[src/rtl/hi6110_pkg.sv]
// Shared constants, FSM state type and status-word helpers for the HI-6110 host-side receive path.
package hi6110_pkg;

  localparam logic [3:0] RX_STATUS_ADDR = 4'h1;
  localparam logic [3:0] RX_DATA_ADDR   = 4'h2;
  localparam int         STAT_VALID_BIT = 15;
  localparam int         STAT_CNT_MSB   = 4;

  typedef enum logic [2:0] {
    ST_IDLE,
    ST_RD_STAT,
    ST_DECODE,
    ST_RD_DATA,
    ST_WAIT_SPACE
  } rx_state_e;

  function automatic logic in_window(input int c, input int lo, input int hi);
    return (c >= lo) && (c <= hi);
  endfunction

  // A zero count field means a full 32-word message.
  function automatic logic [STAT_CNT_MSB+1:0] stat_word_count(input logic [15:0] stat);
    if (stat[STAT_CNT_MSB:0] == '0)
      return (STAT_CNT_MSB+2)'(1 << (STAT_CNT_MSB + 1));
    return {1'b0, stat[STAT_CNT_MSB:0]};
  endfunction

endpackage

[src/rtl/hi6110_rx_fifo.sv]
// Synchronous FIFO with full/empty/count; tolerates push and pop in the same clock when full.
module hi6110_rx_fifo #(
  parameter int WIDTH = 17,
  parameter int DEPTH = 32
) (
  input  logic                   clk,
  input  logic                   rstn,
  input  logic                   push_i,
  input  logic [WIDTH-1:0]       wdata_i,
  input  logic                   pop_i,
  output logic [WIDTH-1:0]       rdata_o,
  output logic                   full_o,
  output logic                   empty_o,
  output logic [$clog2(DEPTH):0] count_o
);

  localparam int AW = $clog2(DEPTH);

  logic [WIDTH-1:0] mem_q [DEPTH];
  logic [AW:0]      wr_q, rd_q;
  logic             do_push, do_pop;

  assign empty_o = (wr_q == rd_q);
  assign full_o  = (wr_q[AW] != rd_q[AW]) && (wr_q[AW-1:0] == rd_q[AW-1:0]);
  assign count_o = wr_q - rd_q;
  assign do_pop  = pop_i && !empty_o;
  assign do_push = push_i && (!full_o || do_pop);
  assign rdata_o = mem_q[rd_q[AW-1:0]];

  // NOTE: storage is deliberately not reset; resetting the pointers alone empties the FIFO.
  always_ff @(posedge clk) begin
    if (do_push) mem_q[wr_q[AW-1:0]] <= wdata_i;
  end

  always_ff @(posedge clk or negedge rstn) begin
    if (!rstn) begin
      wr_q <= '0;
      rd_q <= '0;
    end else begin
      if (do_push) wr_q <= wr_q + 1'b1;
      if (do_pop)  rd_q <= rd_q + 1'b1;
    end
  end

endmodule

[src/rtl/hi6110_rx_reader.sv]
// HI-6110 receive engine: timed status/data bus reads into a FIFO, drained as a valid/ready stream.
// Optional HI6110_RX_STATS_EN adds msg_cnt / bad_stat_cnt outputs.
module hi6110_rx_reader
  import hi6110_pkg::*;
#(
  parameter int FIFO_DEPTH = 32,
  parameter int CS_START   = 5,
  parameter int STR_START  = 10,
  parameter int STR_END    = 18,
  parameter int CS_END     = 25,
  parameter int CYC_LEN    = 32
) (
  input  logic        clk,
  input  logic        rstn,
  input  logic        rcv_irq_n,
  output logic [3:0]  reg_addr,
  input  logic [15:0] reg_data_i,
  output logic        cs_n,
  output logic        rw,
  output logic        str_n,
  output logic [15:0] m_data,
  output logic        m_last,
  output logic        m_valid,
  input  logic        m_ready,
  output logic        busy,
  output logic        err_pulse
`ifdef HI6110_RX_STATS_EN
  ,
  output logic [15:0] msg_cnt,
  output logic [15:0] bad_stat_cnt
`endif
);

  localparam int             CW     = $clog2(CYC_LEN);
  localparam int             NW     = STAT_CNT_MSB + 2;
  localparam int             FCW    = $clog2(FIFO_DEPTH) + 1;
  localparam logic [CW-1:0]  C_LAST = CW'(CYC_LEN - 1);

  logic            irq_s1_q, irq_s2_q;
  rx_state_e       state_q;
  logic [CW-1:0]   c_q;
  logic [NW-1:0]   left_q;
  logic [15:0]     rdata_q;
  logic [3:0]      addr_q;
  logic            cs_n_q, str_n_q, err_q;
  logic            cyc_end, fifo_push, fifo_pop, fifo_full, fifo_empty;
  logic [16:0]     fifo_wdata, fifo_rdata;
  logic [FCW-1:0]  fifo_count;

  always_ff @(posedge clk or negedge rstn) begin
    if (!rstn) begin
      irq_s1_q <= 1'b1;
      irq_s2_q <= 1'b1;
    end else begin
      irq_s1_q <= rcv_irq_n;
      irq_s2_q <= irq_s1_q;
    end
  end

  assign cyc_end    = (c_q == C_LAST);
  assign fifo_push  = (state_q == ST_RD_DATA) && cyc_end;
  assign fifo_wdata = {left_q == NW'(1), rdata_q};
  assign fifo_pop   = m_valid && m_ready;

  // NOTE: non-blocking assignments so every branch sees the pre-edge state and counter.
  always_ff @(posedge clk or negedge rstn) begin
    if (!rstn) begin
      state_q <= ST_IDLE;
      c_q     <= '0;
      left_q  <= '0;
      rdata_q <= '0;
      addr_q  <= '0;
      cs_n_q  <= 1'b1;
      str_n_q <= 1'b1;
      err_q   <= 1'b0;
    end else begin
      err_q   <= 1'b0;
      cs_n_q  <= 1'b1;
      str_n_q <= 1'b1;
      case (state_q)
        ST_IDLE: begin
          if (!irq_s2_q) begin
            state_q <= ST_RD_STAT;
            c_q     <= '0;
            addr_q  <= RX_STATUS_ADDR;
          end
        end
        ST_RD_STAT, ST_RD_DATA: begin
          // A data cycle only leaves count 0 once a FIFO slot is guaranteed for its word.
          if (state_q == ST_RD_DATA && c_q == '0 && fifo_full) begin
            state_q <= ST_WAIT_SPACE;
          end else begin
            cs_n_q  <= !in_window(int'(c_q), CS_START, CS_END);
            str_n_q <= !in_window(int'(c_q), STR_START, STR_END);
            if (int'(c_q) == STR_END) rdata_q <= reg_data_i;
            c_q <= cyc_end ? '0 : c_q + 1'b1;
            if (cyc_end) begin
              if (state_q == ST_RD_STAT)  state_q <= ST_DECODE;
              else if (left_q == NW'(1))  state_q <= ST_IDLE;
              else                        left_q  <= left_q - 1'b1;
            end
          end
        end
        ST_DECODE: begin
          if (rdata_q[STAT_VALID_BIT]) begin
            left_q  <= stat_word_count(rdata_q);
            addr_q  <= RX_DATA_ADDR;
            c_q     <= '0;
            state_q <= ST_RD_DATA;
          end else begin
            err_q   <= 1'b1;
            state_q <= ST_IDLE;
          end
        end
        ST_WAIT_SPACE: begin
          if (fifo_count < FCW'(FIFO_DEPTH)) state_q <= ST_RD_DATA;
        end
        default: state_q <= ST_IDLE;
      endcase
    end
  end

  hi6110_rx_fifo #(
    .WIDTH (17),
    .DEPTH (FIFO_DEPTH)
  ) u_fifo (
    .clk     (clk),
    .rstn    (rstn),
    .push_i  (fifo_push),
    .wdata_i (fifo_wdata),
    .pop_i   (fifo_pop),
    .rdata_o (fifo_rdata),
    .full_o  (fifo_full),
    .empty_o (fifo_empty),
    .count_o (fifo_count)
  );

`ifdef HI6110_RX_STATS_EN
  logic [15:0] msg_cnt_q, bad_cnt_q;

  always_ff @(posedge clk or negedge rstn) begin
    if (!rstn) begin
      msg_cnt_q <= '0;
      bad_cnt_q <= '0;
    end else begin
      if (fifo_push && left_q == NW'(1)) msg_cnt_q <= msg_cnt_q + 1'b1;
      if (state_q == ST_DECODE && !rdata_q[STAT_VALID_BIT]) bad_cnt_q <= bad_cnt_q + 1'b1;
    end
  end

  assign msg_cnt      = msg_cnt_q;
  assign bad_stat_cnt = bad_cnt_q;
`endif

  assign reg_addr  = addr_q;
  assign cs_n      = cs_n_q;
  assign str_n     = str_n_q;
  assign rw        = 1'b1;
  assign busy      = (state_q != ST_IDLE);
  assign err_pulse = err_q;
  assign m_valid   = !fifo_empty;
  assign m_data    = fifo_rdata[15:0];
  assign m_last    = fifo_rdata[16] && !fifo_empty;

endmodule

[config.mk]
export PLATFORM = sky130hd
export DESIGN_NAME = hi6110_rx_reader
export DESIGN_NICKNAME = d
export VERILOG_FILES = /design/src/rtl/hi6110_pkg.sv /design/src/rtl/hi6110_rx_fifo.sv /design/src/rtl/hi6110_rx_reader.sv
export SDC_FILE = /design/constraint.sdc
export NUM_CORES = 1
export LEC_CHECK = 0
export ABC_AREA = 1
export ABC_CLOCK_PERIOD_IN_PS = 4100
export CAP_MARGIN = 10
export CORE_MARGIN = 3
export CORE_UTILIZATION = 35
export CTS_CLUSTER_DIAMETER = 120
export DETAILED_ROUTE_END_ITERATION = 8
export PLACE_DENSITY_LB_ADDON = 0.1
export SLEW_MARGIN = 20
export SYNTH_ARGS = -nofsm -noshare
export SYNTH_HDL_FRONTEND = slang
export SYNTH_HIERARCHICAL = 1
export SYNTH_SLANG_ARGS = --single-unit
[constraint.sdc]
create_clock -name clk -period 4.1 [get_ports clk]
set_input_delay 1.23 -clock clk [delete_from_list [all_inputs] [get_ports clk]]
set_output_delay 1.23 -clock clk [all_outputs]
set_load 0.05 [all_outputs]
==> impl_metrics.json, run 1 <==
{
  "tightest_slew_ns": 1.00,
  "worst-r2r-setup-slack_ns": 1.06,
  "crit_type": "flip-flop to output pin",
  "syn_area_mm2": 0.0258,
  "period_minus_slack_ns": 4.01,
  "die-area_mm2": 0.0769,
  "multi_input_area_mm2": 0.00649,
  "setup_viol": 0,
  "start_util_pct": 35.7,
  "vdd_drop_max_mv": 0.589,
  "p_total_mw": 22.1,
  "max_stage_delay_ns": 0.55,
  "drv_slew": 0,
  "vias": 17400,
  "rr_endpoint": "u_fifo/mem_q[2][7]$_DFFE_PP_",
  "track_usage_pct": 19.9,
  "avgSynthCellArea_um2": 10.4,
  "r2r_start": "u_fifo/rd_q[0]$_DFFE_PN0P_",
  "clockPowerShare_pct": 26.1,
  "crit_chain": "inv_16, buf_16, buf_6, buf_4, nand2_1, nand3_1, nand3_1, nand3_2, nand2_1, nand2_2, inv_1, buf_4",
  "die_x_um": 277,
  "grt_max_degree": 73,
  "ant_nets": 0,
  "area_growth_pct": 16.5,
  "hpwlAfterDp_mm": 45.4,
  "wl_per_cell_um": 21.7,
  "p_leak_nw": 12.3,
  "endpoint": "m_data[6]",
  "grt_setup_unrepaired": "false",
  "slowest_stage": "dfrtp_4",
  "cp.required_ns": 2.87,
  "fillers": 6850,
  "drv_cap": 0,
  "p_switching_mw": 9.09,
  "finalCritPeriodShare_pct": 97.9,
  "pwr_density_cell_mw_per_mm2": 737,
  "clock_latency_ns": 0.60,
  "p_sw_share_pct": 41.1,
  "cts.sinks": 593,
  "setup.worst_path.start": "u_fifo/rd_q[0]$_DFFE_PN0P_",
  "start_kind": "flip-flop",
  "pwr-share-comb_pct": 37.7,
  "clock_skew_ns": 0.0158,
  "clk_pin_slew_ns": 0.06,
  "synthCells": 2475,
  "io_buffers": 43,
  "holdCritPathClass": "flip-flop to flip-flop",
  "slew_headroom_pct": 33.0,
  "hold_slack_ns": 0.355,
  "reg2regPathDepth": 14,
  "firstDrtPassIters": 5,
  "cp.arrival_ns": 2.78,
  "worst-path-max-fanout": 32,
  "setup-tns-final_ns": 0,
  "core-area_mm2": 0.0722,
  "drt_wl_total_mm": 77.6,
  "cts_tree": "built",
  "cts_inserted_buffers": 68,
  "intPower_mw": 13.0,
  "viasPerCell": 4.86,
  "fin_util_pct": 41.6,
  "clockRootBuffer": "clkbuf_16",
  "drtIter0Drc": 1489,
  "p_seq_share_pct": 36.2,
  "grt_pass1_vias": 16800,
  "fin_area_mm2": 0.0300,
  "fin_nets": 2607,
  "grt_overflow": 0,
  "htree_levels": 3,
  "rows": 98,
  "io_pins": 47,
  "ff_latch_area_mm2": 0.0176,
  "drive_gt1_share_pct": 11.6,
  "cts_buffer_depth": 3,
  "die_h_um": 277,
  "placed_area_mm2": 0.0277,
  "critical_path.endpoint_type": "output pin",
  "drc": 0,
  "hold_viol": 0,
  "hold_depth": 0,
  "grt_pass1_wl_mm": 114,
  "gp_congestion": 0.818,
  "ctsHoldBuffers": 0,
  "status": "completed",
  "yosysWarningCount": 6,
  "grt_antenna_before_repair": 3,
  "fmax_mhz": 249
}
## area by class of cell
type | instances | area share [%]
Antenna cell | 2 | 0.0167
Tap cell | 950 | 3.96
Sequential cell | 593 | 58.6
Inverter | 331 | 4.23
Timing Repair Buffer | 140 | 4.60
Clock buffer | 79 | 6.02
Multi-Input combinational cell | 1436 | 21.6
Clock inverter | 43 | 0.955
## worst min path at each step
stage / from / to / slack, ns
after floorplan: irq_s1_q$_DFF_PN1_ / irq_s2_q$_DFF_PN1_ / 0.35
after global placement: irq_s1_q$_DFF_PN1_ / irq_s2_q$_DFF_PN1_ / 0.35
after detailed placement: irq_s1_q$_DFF_PN1_ / irq_s2_q$_DFF_PN1_ / 0.35
after CTS: irq_s1_q$_DFF_PN1_ / irq_s2_q$_DFF_PN1_ / 0.36
after global routing: irq_s1_q$_DFF_PN1_ / irq_s2_q$_DFF_PN1_ / 0.36
final: irq_s1_q$_DFF_PN1_ / irq_s2_q$_DFF_PN1_ / 0.36
## power by group through the flow
stage	combinational, mW	clock (mW)	sequential, mW
global route	9.08	6.15	8.06
floorplan	4.81	0	7.91
detailed placement	8.04	0	8.19
global placement	8.03	0	8.17
finish	8.34	5.77	8.01
CTS	8.35	5.91	8.02
## worst max-delay path, delay by kind of cell (launching register included)
kind          cells  cell delay (ns)
buf+inv           6             0.93
flops             1             0.55
simple gates      6             0.69
## sequential cells by signal, indices dropped and copies added, names as in the netlist
| signal | flops |
|---|---|
| left_q | 6 |
| err_pulse | 1 |
| rdata_q | 16 |
| reg_addr | 2 |
| state_q | 3 |
| u_fifo/rd_q | 6 |
| u_fifo/mem_q | 544 |
| cs_n | 1 |
| irq_s2_q | 1 |
| c_q | 5 |
| irq_s1_q | 1 |
| str_n | 1 |
| u_fifo/wr_q | 6 |
## stage by stage
stage,worst slack (ns),std cells
2_1_floorplan,0.488,2476
3_3_place_gp,0.317,3442
3_5_place_dp,0.327,3442
4_1_cts,0.00291,3571
5_1_grt,0.00780,3572
6_report,0.0855,3574
## placed cells by master (no fill, tap or decap), types with 4 or more instances in the layout
master,instances
buf_12,13
dfstp_2,4
clkinv_1,23
nor2_2,32
ha_1,17
clkbuf_1,8
o21ai_2,12
a21oi_2,5
clkinv_2,11
nand2_2,9
buf_6,7
inv_1,320
o21ai_0,14
nand2_1,835
xor2_1,7
buf_4,91
a21oi_1,39
xnor2_1,4
clkdlybuf4s50_1,24
dfrtp_2,8
nand2_4,4
o211ai_1,19
nor2_1,63
dfrtp_1,35
o21ai_1,8
clkbuf_16,72
nand3_1,343
nand4_1,6
inv_6,4
inv_2,5
edfxtp_1,544
## routing by layer
metal / global-route usage [%] / share of wire [%] / vias up
met5: 0 / 0 / -
met4: 4.43 / 1.5 / 0
met3: 2.37 / 4.6 / 76
met2: 32.4 / 47 / 420
met1: 28.8 / 46 / 8546
li1: - / - / 8324
## timing repair
item,in CTS,in global routing
setup buffers,6,0
hold endpoints to repair,0,0
setup endpoints to repair,15,15
gates resized for setup,19,13
pin swaps,0,0
gates cloned,1,1
Note: power is estimated with default switching activity, not from simulation.
==> inputs of run 2 (changes only) <==
--- a/config.mk
+++ b/config.mk
@@ -12,9 +12,9 @@
 export CORE_UTILIZATION = 35
 export CTS_CLUSTER_DIAMETER = 120
 export DETAILED_ROUTE_END_ITERATION = 8
+export GPL_ROUTABILITY_DRIVEN = 0
 export PLACE_DENSITY_LB_ADDON = 0.1
 export SLEW_MARGIN = 20
 export SYNTH_ARGS = -nofsm -noshare
 export SYNTH_HDL_FRONTEND = slang
-export SYNTH_HIERARCHICAL = 1
 export SYNTH_SLANG_ARGS = --single-unit
==> run 2 against run 1 <==
  * Power decreased by 1.5%
  * Synthesized area shrank 5.0%
  * Register-to-register slack worse by 0.21 ns
  * Sequential share of layout area increased by 2.4 points
  * Largest cell class unchanged
==> impl_metrics.json, run 2 <==
{
  "ys_ff_latch": 593,
  "synth_top_family_by_area": "simple AND/OR/NAND/NOR gates",
  "cp_common_cell": "nand2_1",
  "ant_nets": 0,
  "grt_pass1_vias": 15600,
  "critical_path.endpoint_type": "output pin",
  "synthAdderAreaFrac_pct": 0.870,
  "placed_area_mm2": 0.0265,
  "p_sw_share_pct": 38.8,
  "die-area_mm2": 0.0731,
  "cts_tree": "built",
  "cts_setup_buffers": 0,
  "layout.cells.most_common": "edfxtp_1",
  "finalCritPeriodShare_pct": 99.0,
  "synth.most_common_cell": "edfxtp_1",
  "grt_antenna_before_repair": 2,
  "path_buf_inv": 3,
  "clockRootBuffer": "clkbuf_16",
  "hold_viol": 0,
  "status": "completed",
  "fmax_mhz": 246,
  "ys_types": 31,
  "dp_slack_ns": 0.486,
  "pwr_density_cell_mw_per_mm2": 756,
  "die_x_um": 270,
  "setup_slack_ns": 0.0411,
  "hpwlAfterDp_mm": 39.1,
  "die_h_um": 270,
  "cts_buffer_depth": 3,
  "grt_pass1_wl_mm": 104,
  "clock_skew_ns": 0.0372,
  "io_buffers": 43,
  "avgSynthCellArea_um2": 11.5,
  "yosysWarningCount": 0,
  "fin_nets": 2241,
  "grt_overflow": 0,
  "slew_headroom_pct": 31.3,
  "cp.arrival_ns": 2.83,
  "clock_latency_ns": 0.61,
  "syn_area_mm2": 0.0245,
  "cts.sinks": 593,
  "ctsHoldBuffers": 0,
  "intPower_mw": 13.3,
  "worst-path-max-fanout": 64,
  "synth_xor_area_share_pct": 0.394,
  "start_kind": "flip-flop",
  "drtIter0Drc": 1323,
  "synth-compound-area-share_pct": 6.06,
  "async_flop_share_pct": 8.26,
  "grt_max_degree": 105,
  "period_minus_slack_ns": 4.06,
  "synthSimpleGateAreaFrac_pct": 17.0,
  "tightest_slew_ns": 1.02,
  "synth_top_cell_by_area": "edfxtp_1",
  "drive_gt1_share_pct": 11.7,
  "synth_common_cells": "544 x edfxtp_1, 403 x nor2_1, 399 x nand2_1, 215 x nand3_1, 208 x o21ai_0",
  "vdd_drop_max_mv": 0.641,
  "vias": 16100,
  "p_switching_mw": 8.46,
  "clockPowerShare_pct": 26.8,
  "crit_type": "flip-flop to output pin",
  "most-common-layout-cells": "544 x edfxtp_1, 399 x nand2_1, 381 x nor2_1",
  "p_leak_nw": 10.3,
  "drv_cap": 0,
  "setup_viol": 0,
  "largest_register_ffs": 544,
  "holdCritPathClass": "flip-flop to flip-flop",
  "cts_inserted_buffers": 68,
  "rows": 96,
  "synthCells": 2132,
  "track_usage_pct": 19.2,
  "clk_pin_slew_ns": 0.06,
  "drc": 0,
  "area_growth_pct": 17.9,
  "firstDrtPassIters": 5,
  "core-area_mm2": 0.0689,
  "yosys-top-cells-area": "edfxtp_1 67%, nor2_1 6.2%, nand2_1 6.1%",
  "htree_levels": 3,
  "fillers": 6530,
  "drt_wl_total_mm": 71.1,
  "start_util_pct": 35.5,
  "cp.required_ns": 2.87,
  "viasPerCell": 5.05,
  "io_pins": 47,
  "cpLargestDelayFamily": "simple AND/OR/NAND/NOR gates",
  "p_seq_share_pct": 34.6,
  "ys.flop_type": "edfxtp_1",
  "fin_area_mm2": 0.0288,
  "max_stage_delay_ns": 0.57,
  "synth-edff-count": 544,
  "synthMuxAreaShare_pct": 0.506,
  "slowest_stage": "dfrtp_4",
  "crit_chain": "buf_12, nand2_1, nand3_1, nand3_1, nand2_1, a21oi_1, nand2_1, nand2_1, inv_1, buf_12",
  "drv_slew": 0,
  "yosysTopAreaCellShare_pct": 66.8,
  "wl_per_cell_um": 22.3,
  "fin_util_pct": 41.8,
  "diodes": 0,
  "ys_seq_area_share_pct": 71.8,
  "pwr-share-comb_pct": 38.6
}
run 2: final timing paths:
kind,start,endpoint,slack [ns],depth (start not counted)
worst max-delay path,u_fifo.rd_q[0]$_DFFE_PN0P_,m_data[6],0.04,10
worst min-delay path,irq_s1_q$_DFF_PN1_,irq_s2_q$_DFF_PN1_,0.35,0
worst max register to register,u_fifo.rd_q[2]$_DFFE_PN0P_,u_fifo.mem_q[8][13]$_DFFE_PP_,0.85,13
worst min register to register,irq_s1_q$_DFF_PN1_,irq_s2_q$_DFF_PN1_,0.35,0
max in group asynchronous,rstn,rdata_q[12]$_DFFE_PN0P_,2.58,2
min in group asynchronous,rstn,err_pulse$_DFF_PN0_,0.74,1
run 2: metrics by stage:
stage	power [mW]	cells	hold WS, ns	TNS (ns)
finish	21.8	3188	0.354	0
CTS	21.9	3187	0.355	-0.0364
floorplan	12.4	2133	0.345	0
detailed placement	15.8	3063	0.347	0
global route	23.0	3188	0.362	-0.00895
global placement	15.8	3063	0.347	0
run 2: timing repair:
item / in CTS / in global routing
setup endpoints to repair: 13 / 15
endpoints found under the hold margin: 0 / 0
gates resized for setup: 11 / 23
gates cloned: 1 / 1
run 2: final cells by class:
cell class	instances	area, um^2	share of cell area (%)
inverters	69	288	0.998
flip-flops and latches	593	17600	61.0
clock buffers	92	1910	6.61
repair buffers	118	1400	4.87
clock inverters	31	243	0.842
well taps	931	1160	4.04
multi-input cells	1354	6240	21.7
run 2: worst register-to-register path: cells and delay by family (launching register included):
kind,cells,cell delay [ns]
and+or+nand+nor,8,1.38
buffers and inverters,4,0.87
adders and majority gates,1,0.34
DFF,1,0.35
run 2: logic make-up after synthesis:
logic type	Yosys count
AND/OR/NAND/NOR	1027
AO/OA/AOI/OAI	285
adder cells (fa/ha/maj)	17
buffers and inverters	186
XOR/XNOR	11
flip-flops	593
multiplexers	11
other	2
run 2: layer usage:
layer | track usage [%] | share of wire, % | vias to the layer above
met5 | 0 | 0 | -
met4 | 5.61 | 2.1 | 0
met3 | 3.01 | 5.8 | 87
met2 | 30.0 | 46 | 468
met1 | 27.8 | 47 | 7984
li1 | - | - | 7560
run 2: power groups by stage:
stage	sequential [mW]	combinational (mW)	clock, mW
after floorplan	7.57	4.78	0
after global placement	7.64	8.18	0
after detailed placement	7.65	8.17	0
after CTS	7.53	8.33	6.01
after global routing	7.57	9.21	6.24
final	7.54	8.42	5.84
==> inputs of run 3 (changes only) <==
--- a/config.mk
+++ b/config.mk
@@ -8,13 +8,14 @@
 export ABC_AREA = 1
 export ABC_CLOCK_PERIOD_IN_PS = 4100
 export CAP_MARGIN = 10
+export CELL_PAD_IN_SITES_DETAIL_PLACEMENT = 1
+export CELL_PAD_IN_SITES_GLOBAL_PLACEMENT = 2
 export CORE_MARGIN = 3
 export CORE_UTILIZATION = 35
 export CTS_CLUSTER_DIAMETER = 120
 export DETAILED_ROUTE_END_ITERATION = 8
 export GPL_ROUTABILITY_DRIVEN = 0
 export PLACE_DENSITY_LB_ADDON = 0.1
-export SLEW_MARGIN = 20
 export SYNTH_ARGS = -nofsm -noshare
 export SYNTH_HDL_FRONTEND = slang
 export SYNTH_SLANG_ARGS = --single-unit
==> run 3 against run 2 <==
  * Setup slack better by 0.044 ns
  * Core utilization is 0.36 points higher
  * Cell area increased by 0.86%
  * Flip-flop and latch count did not move
  * Sequential share of layout area decreased by 0.53 points
  * Global-route usage rose by 2.0 points
  * Cell count rose by 0.88%
  * Highest routed layer unchanged
==> impl_metrics.json, run 3 (synthesized netlist as in run 2, its figures left out) <==
{
  "status": "completed",
  "start_util_pct": 35.5,
  "tightest_slew_ns": 1.08,
  "crit_type": "flip-flop to output pin",
  "p_leak_nw": 10.5,
  "cp.arrival_ns": 2.78,
  "clk_pin_slew_ns": 0.06,
  "slowest_stage": "dfrtp_4",
  "dp_cells": 3076,
  "die_h_um": 270,
  "worst-path-max-fanout": 42,
  "p_switching_mw": 8.83,
  "clock_skew_ns": 0.0193,
  "hpwlAfterDp_mm": 43.3,
  "period_minus_slack_ns": 4.01,
  "wl_per_cell_um": 24.2,
  "hold_viol": 0,
  "io_buffers": 43,
  "holdCritPathClass": "flip-flop to flip-flop",
  "drv_cap": 0,
  "viasPerCell": 5.10,
  "clock_latency_ns": 0.60,
  "pwr-share-comb_pct": 39.6,
  "clockPowerShare_pct": 26.9,
  "slew_headroom_pct": 27.8,
  "p_seq_share_pct": 33.6,
  "cts_buffer_depth": 3,
  "cts_tree": "built",
  "grt_max_degree": 63,
  "io_pins": 47,
  "path_buf_inv": 4,
  "finalCritPeriodShare_pct": 97.9,
  "most-common-layout-cells": "544 x edfxtp_1, 393 x nand2_1, 380 x nor2_1",
  "ant_nets": 0,
  "drc": 0,
  "cts.sinks": 593,
  "cp_common_cell": "nand2_1",
  "vias": 16400,
  "drt_wl_total_mm": 78.0,
  "area_growth_pct": 18.9,
  "drtIter0Drc": 1254,
  "fin_nets": 2273,
  "firstDrtPassIters": 5,
  "cpLargestDelayFamily": "buffers and inverters",
  "grt_setup_unrepaired": "true",
  "largest_register_ffs": 544,
  "vdd_drop_max_mv": 0.602,
  "pwr_density_cell_mw_per_mm2": 763,
  "p_sw_share_pct": 39.8,
  "drv_slew": 0,
  "grt_overflow": 0,
  "die-area_mm2": 0.0731,
  "fmax_mhz": 249,
  "r2r_start": "u_fifo.rd_q[0]$_DFFE_PN0P_",
  "crit_chain": "buf_4, bufbuf_16, nand2_1, nand3_1, nand3_1, nand2_1, a21oi_1, nand2_1, nand2_1, inv_1, buf_4",
  "setup.worst_path.start": "u_fifo.rd_q[0]$_DFFE_PN0P_",
  "rows": 96,
  "core-area_mm2": 0.0689,
  "hp-start": "irq_s1_q$_DFF_PN1_",
  "die_x_um": 270,
  "grt_antenna_before_repair": 1,
  "setup-tns-final_ns": 0,
  "clockRootBuffer": "clkbuf_16",
  "layout.cells.non_filler": 3216,
  "track_usage_pct": 21.2,
  "intPower_mw": 13.4,
  "cp.required_ns": 2.87,
  "grt_pass1_wl_mm": 115,
  "layout.cells.most_common": "edfxtp_1",
  "setup_viol": 0,
  "cts_inserted_buffers": 69,
  "p_total_mw": 22.2,
  "drive_gt1_share_pct": 13.0,
  "critical_path.endpoint_type": "output pin",
  "htree_levels": 3,
  "start_kind": "flip-flop",
  "grt_pass1_vias": 17100,
  "max_stage_delay_ns": 0.51
}
run 3: cell count changes in the layout (fill, tap and decap cells not counted), moves of 4 or more:
cell | previous run | this run
buf_4 | 58 | 92
buf_12 | 28 | 18
a21oi_1 | 28 | 20
nand2_1 | 399 | 393
nand2_2 | 0 | 6
a21oi_2 | 16 | 21
clkbuf_8 | 5 | 0
clkinv_2 | 12 | 7
clkinv_1 | 15 | 19
run 3: path summary, 6_finish.rpt:
| kind | to | slack [ns] | cells after the start |
|---|---|---|---|
| hold reg to reg | irq_s2_q$_DFF_PN1_ | 0.36 | 0 |
| setup / recovery | m_data[2] | 0.09 | 11 |
| max in group asynchronous | cs_n$_DFF_PN1_ | 2.84 | 2 |
| hold / removal | irq_s2_q$_DFF_PN1_ | 0.36 | 0 |
| min in group asynchronous | rdata_q[3]$_DFFE_PN0P_ | 0.60 | 1 |
| setup reg to reg | u_fifo.mem_q[29][15]$_DFFE_PP_ | 0.81 | 12 |
run 3: layout make-up:
| class | count | area (um^2) |
|---|---|---|
| clock buffer | 88 | 1840 |
| tap | 931 | 1160 |
| timing repair buffer | 148 | 1590 |
| antenna | 1 | 2.50 |
| timing repair inverter | 1 | 8.76 |
| inverter | 69 | 292 |
| clock inverter | 31 | 292 |
| sequential | 593 | 17600 |
| fill | 7369 | 39900 |
| multi-input combinational | 1354 | 6310 |
run 3: power by group through the flow:
| stage | Combinational [mW] | Sequential (mW) | Clock (mW) |
|---|---|---|---|
| final | 8.78 | 7.44 | 5.96 |
| after global routing | 9.60 | 7.49 | 6.37 |
| after CTS | 8.60 | 7.46 | 6.11 |
| after detailed placement | 8.14 | 7.60 | 0 |
| after global placement | 8.04 | 7.59 | 0 |
| after floorplan | 4.78 | 7.57 | 0 |
run 3: timing repair:
item                                    in CTS  in global routing
pin swaps                                    0                  3
gates resized for setup                     27                 29
endpoints found under the setup margin      17                 16
hold buffers                                 0                  0
hold endpoints to repair                     0                  0
buffers inserted                            10                  5
cloned                                       3                  2
run 3: layer usage:
layer | track usage, % | vias to the layer above | wire (um)
met5 | 0 | - | 0
met4 | 6.10 | 0 | 1910
met3 | 2.96 | 96 | 2740
met2 | 35.6 | 280 | 37400
met1 | 28.8 | 8399 | 35900
li1 | - | 7612 | -
run 3: stage by stage:
stage | area, um^2 | hold WS [ns] | worst slack, ns | util, %
finish | 29100 | 0.358 | 0.0856 | 42.2
global route | 29100 | 0.368 | -0.0166 | 42.2
global placement | 26400 | 0.349 | 0.370 | 38.3
CTS | 28800 | 0.361 | -0.00247 | 41.8
floorplan | 24500 | 0.345 | 0.303 | -
detailed placement | 26400 | 0.352 | 0.380 | 38.3
